==> config.mk <==
export PLATFORM = sky130hd
export DESIGN_NAME = button_step_gen
export DESIGN_NICKNAME = d
export VERILOG_FILES = /design/src/rtl/button_step_gen.sv
export SDC_FILE = /design/constraint.sdc
export NUM_CORES = 1
export LEC_CHECK = 0
export ABC_AREA = 1
export CAP_MARGIN = 10
export CORE_MARGIN = 3
export CORE_UTILIZATION = 35
export CTS_CLUSTER_SIZE = 28
export DETAILED_ROUTE_END_ITERATION = 12
export HOLD_SLACK_MARGIN = 0.05
export SYNTH_ARGS = -nofsm -noshare
export SYNTH_HDL_FRONTEND = slang
export SYNTH_SLANG_ARGS = --single-unit
==> constraint.sdc <==
create_clock -name clk -period 2.2 [get_ports clk]
set_input_delay 0.44 -clock clk [delete_from_list [all_inputs] [get_ports clk]]
set_output_delay 0.44 -clock clk [all_outputs]
set_load 0.03 [all_outputs]
==> src/rtl/button_step_gen.sv <==
// button_step_gen: converts two raw pushbuttons (up/down) into clean,
// mutually exclusive single-cycle inc/dec step pulses with hold-to-repeat.
// Each button passes through a 2-flop synchronizer and an integrating
// debouncer. A shared press/repeat FSM then turns the debounced levels into
// registered pulses.
module button_step_gen #(
  parameter int DEBOUNCE_CYCLES = 240000,
  parameter int REPEAT_DELAY    = 6000000,
  parameter int REPEAT_PERIOD   = 1200000,
  parameter int TIMER_W         = 24,
  parameter bit BTN_ACTIVE_LOW  = 1'b1
) (
  input  logic       clk,
  input  logic       reset,
  input  logic       btn_inc_raw,
  input  logic       btn_dec_raw,
  input  logic       repeat_en,
  output logic       inc,
  output logic       dec,
  output logic [1:0] pressed
);

  localparam logic [TIMER_W-1:0] DB_LAST     = TIMER_W'(DEBOUNCE_CYCLES - 1);
  localparam logic [TIMER_W-1:0] DELAY_LOAD  = TIMER_W'(REPEAT_DELAY - 1);
  localparam logic [TIMER_W-1:0] PERIOD_LOAD = TIMER_W'(REPEAT_PERIOD - 1);
  localparam logic [TIMER_W-1:0] T_ONE       = TIMER_W'(1);
  localparam logic [TIMER_W-1:0] T_ZERO      = '0;

  typedef enum logic [1:0] {
    IDLE     = 2'd0,
    HOLD_INC = 2'd1,
    HOLD_DEC = 2'd2,
    LOCKOUT  = 2'd3
  } state_t;

  // Bit 0 is the inc button, bit 1 is the dec button throughout.
  logic [1:0]         w_raw_pressed;
  logic [1:0]         r_sync1;
  logic [1:0]         r_sync2;
  logic [1:0]         r_deb;
  logic [1:0]         r_deb_q;
  logic [TIMER_W-1:0] r_db_cnt [2];
  logic [1:0]         w_rise;

  state_t             r_state;
  state_t             w_state_nxt;
  logic [TIMER_W-1:0] r_timer;
  logic [TIMER_W-1:0] w_timer_nxt;
  logic               r_inc;
  logic               r_dec;
  logic               w_inc_nxt;
  logic               w_dec_nxt;

  // Normalise polarity so that 1 always means "pressed" from here on.
  assign w_raw_pressed = BTN_ACTIVE_LOW ? ~{btn_dec_raw, btn_inc_raw}
                                        :  {btn_dec_raw, btn_inc_raw};

  // Two-flop synchronizer; reset loads the released level.
  always_ff @(posedge clk) begin
    if (reset) begin
      r_sync1 <= 2'b00;
      r_sync2 <= 2'b00;
    end else begin
      r_sync1 <= w_raw_pressed;
      r_sync2 <= r_sync1;
    end
  end

  // Integrating debouncer: the synced level must disagree with the debounced
  // level for DEBOUNCE_CYCLES consecutive cycles before the debounced level flips.
  always_ff @(posedge clk) begin
    if (reset) begin
      r_deb       <= 2'b00;
      r_deb_q     <= 2'b00;
      r_db_cnt[0] <= T_ZERO;
      r_db_cnt[1] <= T_ZERO;
    end else begin
      r_deb_q <= r_deb;
      for (int i = 0; i < 2; i++) begin
        if (r_sync2[i] == r_deb[i]) begin
          r_db_cnt[i] <= T_ZERO;
        end else if (r_db_cnt[i] == DB_LAST) begin
          r_deb[i]    <= r_sync2[i];
          r_db_cnt[i] <= T_ZERO;
        end else begin
          r_db_cnt[i] <= r_db_cnt[i] + T_ONE;
        end
      end
    end
  end

  // A rise is a debounced 0->1 transition seen this cycle.
  assign w_rise = r_deb & ~r_deb_q;

  // FSM next-state, repeat timer and pulse decode. The other button being held
  // always wins over repeats; a new pulse from IDLE needs a genuine rise.
  always_comb begin
    w_state_nxt = r_state;
    w_timer_nxt = r_timer;
    w_inc_nxt   = 1'b0;
    w_dec_nxt   = 1'b0;
    case (r_state)
      IDLE: begin
        if (&r_deb) begin
          w_state_nxt = LOCKOUT;
        end else if (w_rise[0] && !r_deb[1]) begin
          w_inc_nxt   = 1'b1;
          w_timer_nxt = DELAY_LOAD;
          w_state_nxt = HOLD_INC;
        end else if (w_rise[1] && !r_deb[0]) begin
          w_dec_nxt   = 1'b1;
          w_timer_nxt = DELAY_LOAD;
          w_state_nxt = HOLD_DEC;
        end
      end
      HOLD_INC: begin
        if (r_deb[1]) begin
          w_state_nxt = LOCKOUT;
        end else if (!r_deb[0]) begin
          w_state_nxt = IDLE;
        end else if (repeat_en) begin
          if (r_timer == T_ZERO) begin
            w_inc_nxt   = 1'b1;
            w_timer_nxt = PERIOD_LOAD;
          end else begin
            w_timer_nxt = r_timer - T_ONE;
          end
        end
      end
      HOLD_DEC: begin
        if (r_deb[0]) begin
          w_state_nxt = LOCKOUT;
        end else if (!r_deb[1]) begin
          w_state_nxt = IDLE;
        end else if (repeat_en) begin
          if (r_timer == T_ZERO) begin
            w_dec_nxt   = 1'b1;
            w_timer_nxt = PERIOD_LOAD;
          end else begin
            w_timer_nxt = r_timer - T_ONE;
          end
        end
      end
      LOCKOUT: begin
        if (r_deb == 2'b00) begin
          w_state_nxt = IDLE;
        end
      end
      default: begin
        w_state_nxt = IDLE;
      end
    endcase
  end

  // FSM state, repeat timer and registered pulse outputs.
  always_ff @(posedge clk) begin
    if (reset) begin
      r_state <= IDLE;
      r_timer <= T_ZERO;
      r_inc   <= 1'b0;
      r_dec   <= 1'b0;
    end else begin
      r_state <= w_state_nxt;
      r_timer <= w_timer_nxt;
      r_inc   <= w_inc_nxt;
      r_dec   <= w_dec_nxt;
    end
  end

  assign inc     = r_inc;
  assign dec     = r_dec;
  assign pressed = r_deb;

endmodule

==> results.md, run 1 <==
- Status: completed
- Largest net degree at the start of global routing: 25
- CTS Root Cell: clkbuf_16
- Synth Area in Adders: 2.14%
- DR vias: 4,580
- Die height: 129 um
- Cell family with most CP delay: buffers and inverters
- Buffers on Ports: 8
- Placed cell areas: 0.00575 mm2
- Register area share after synthesis: 41.1%
- Width of the die: 129 um
- Crit Path Max Fanout: 10
- Clock Skew: 0.00786 ns
- Synth top area cells: edfxtp_1 27%, dfxtp_1 14%, nand2_1 12%
- CTS Buffer Depth: 2
- Dpl hpwl: 8.85 mm
- Most used flip-flop cell after synthesis: edfxtp_1
- Hold_buf cts: 0
- Post-synthesis cell count: 720
- Area Growth Syn to Fin: 14.9%
- Vias/cell: 4.70
- Post-CTS Setup Inserts: 0
- Area leader, netlist: edfxtp_1
- CP max stage cell: clkdlybuf4s50_1
- EDFF count, synth: 48
- Synth Area in Compound Gates: 7.77%
- Iter 0 DRT Violations: 325
- Final instance area: 0.00605 mm2
- Slew Viols, Final: 0
- Clk_lat worst skew: 0.35 ns
- Post-synthesis simple-gate area fraction: 38.0%
- Fin util: 41.3%
- Initial cell density of the core: 36.0%
- Routed wire length: 11.3 mm
- Post-layout minimum cycle time: 2.08 ns
- GRT Overall Usage: 14.6%
- Critical path class: reg -> out
- Ys async rst share: 0%
- Power share of the combinational group: 3.8%
- CP peak stage delay: 0.79 ns
- CTS tree: yes
- Leakage: 2.59 nW
- Setup tns final: 0 ns
- Clock-pin slew on the worst setup and hold paths: 0.07 ns
- Sw power: 752 uW
- Synth Area per Inst: 7.31 um2
- Grt ovf: 0
- RSZ-0062 raised after global routing: false
- Setup crit start kind: flop
- Placer Congestion: 0.866
- Router iterations before antenna repair: 6
- Routed wire per std cell: 11.6 um
- Share of layout cells above drive strength 1: 7.97%
- Layout Nets: 799
- Initial antenna violation count: 0
- Setup-failing EPs final: 0
- CP Capture Type: output pin
- Worst vdd ir: 0.394 mV
- Most frequent cell after synthesis: nand2_1
- WP buf/inv: 1
- # DRC: 0
- Yosys reg bits: 84
- DRT antenna net count: 0
- Die Footprint: 0.0166 mm2
- First-pass GRT wire length: 19.6 mm
- Ant. Diodes: 0
- Fmax achieved: 482 MHz
- Data arrival time of the critical path: 1.64 ns
- Synth warn: 0
- Switching portion of total power: 22.1%
- Cell Chain, Critical Path: clkdlybuf4s50_1
- Post-synthesis mux area share: 0%
- Top-area cell type share of the netlist area: 27.4%
- Post-Syn Area: 0.00527 mm2
- Vias in the first global route: 4,228
- Fin Hold WS: 0.462 ns
- CTS Buf Count: 9
- Clock share of power: 45.0%
- IO Count: 9
- Placeable Area: 0.0146 mm2
- Worst path required time: 1.76 ns
- Most frequent cells after synthesis: 162 x nand2_1, 111 x nor2_1, 87 x inv_1
- Num Clock Sinks: 84
- Post-synthesis cell type count: 37
- Gates resized, CTS repair: 0
- # rows: 44
- Largest family of logic cells by synthesized area: simple AND/OR/NAND/NOR gates
- H-tree depth: 3
- Final Hold Fails: 0
- Total of max-cap violations: 0
- Fraction of synthesized cell area in xor and xnor cells: 2.16%
- Final Cycle Share: 94.3%
- Sequential Power Share: 51.3%
- Min-delay worst type: reg -> reg
- Pwr/cell area: 563 mW/mm2
- P_int: 2.65 mW
## per-layer routing
layer	up-vias	global-route usage, %	part of all wire (%)
met3	13	3.94	3.5
met5	-	0	0
li1	2450	-	-
met2	66	22.3	45
met4	0	4.69	1.6
met1	2051	20.1	50
## kinds of logic after synthesis
family,after synthesis
buffers and inverters,107
AND/OR/NAND/NOR,427
flip-flops,84
adder cells (fa/ha/maj),9
XOR/XNOR,13
AO/OA/AOI/OAI,79
other,1
## registers in the layout, indices dropped and copies added (netlist names), 2 cells and up
signal    flops
pressed       2
r_timer      24
r_sync1       2
r_deb_q       2
r_sync2       2
r_db_cnt     48
r_state       2
## cell type report
type	count	area, um2
Clock buffer	10	239
Clock inverter	6	63.8
Fill cell	1554	8590
Inverter	93	349
Multi-Input combinational cell	576	2820
Sequential cell	84	2160
Tap cell	184	230
Timing Repair Buffer	21	190
## power by group through the flow
stage,Combinational (mW),Clock [mW],Sequential (mW)
after floorplan,0.0955,0,1.77
after global placement,0.126,0,1.78
after detailed placement,0.127,0,1.78
after CTS,0.127,1.58,1.74
after global routing,0.150,1.64,1.75
final,0.128,1.53,1.75
## cell usage in the layout (no fill, tap or decap), drive strengths merged
master         synthesis  layout
o21a                   1       1
dfxtp                 36      36
edfxtp                48      48
nor3                  25      25
o21bai                 1       1
clkbuf                 3      10
or2                    8       8
xnor2                  7       7
clkinvlp               0       1
nand3                 62      62
nor3b                  4       4
clkdlybuf4s50          0       8
buf                   11      13
xor2                   6       6
bufinv                 0       1
a21oi                 47      47
ha                     9       9
inv                   93      93
and3                   2       2
o21ai                 26      26
nand3b                 8       8
nor2                 122     122
nand4                 28      28
nand2                168     168
conb                   1      48
clkinv                 0       4
a31oi                  4       4
## path summary, 6_finish.rpt
check / from / endpoint / slack (ns) / depth (start not counted)
setup reg to reg: r_state[0] / r_timer[14] / 0.23 / 12
hold reg to reg: r_sync1[1] / r_sync2[1] / 0.46 / 2
setup / recovery: pressed[1] / pressed[1] / 0.12 / 1
hold / removal: r_sync1[1] / r_sync2[1] / 0.46 / 2
## metrics by stage
stage | power (mW) | instances | worst slack, ns
finish | 3.40 | 974 | 0.124
global route | 3.54 | 974 | 0.0416
detailed placement | 1.91 | 958 | 0.179
global placement | 1.90 | 958 | 0.230
CTS | 3.46 | 974 | 0.105
floorplan | 1.86 | 767 | 0.397
Note: power is estimated with default switching activity, not from simulation.
==> run 2: changes to the inputs <==
--- a/config.mk
+++ b/config.mk
@@ -6,12 +6,13 @@
 export NUM_CORES = 1
 export LEC_CHECK = 0
 export ABC_AREA = 1
-export CAP_MARGIN = 10
+export CAP_MARGIN = 0
 export CORE_MARGIN = 3
 export CORE_UTILIZATION = 35
 export CTS_CLUSTER_SIZE = 28
 export DETAILED_ROUTE_END_ITERATION = 12
 export HOLD_SLACK_MARGIN = 0.05
+export SKIP_CTS_REPAIR_TIMING = 1
 export SYNTH_ARGS = -nofsm -noshare
 export SYNTH_HDL_FRONTEND = slang
 export SYNTH_SLANG_ARGS = --single-unit
==> results of run 2 <==
The final DEF is identical to that of run 1; final timing and power are the same.
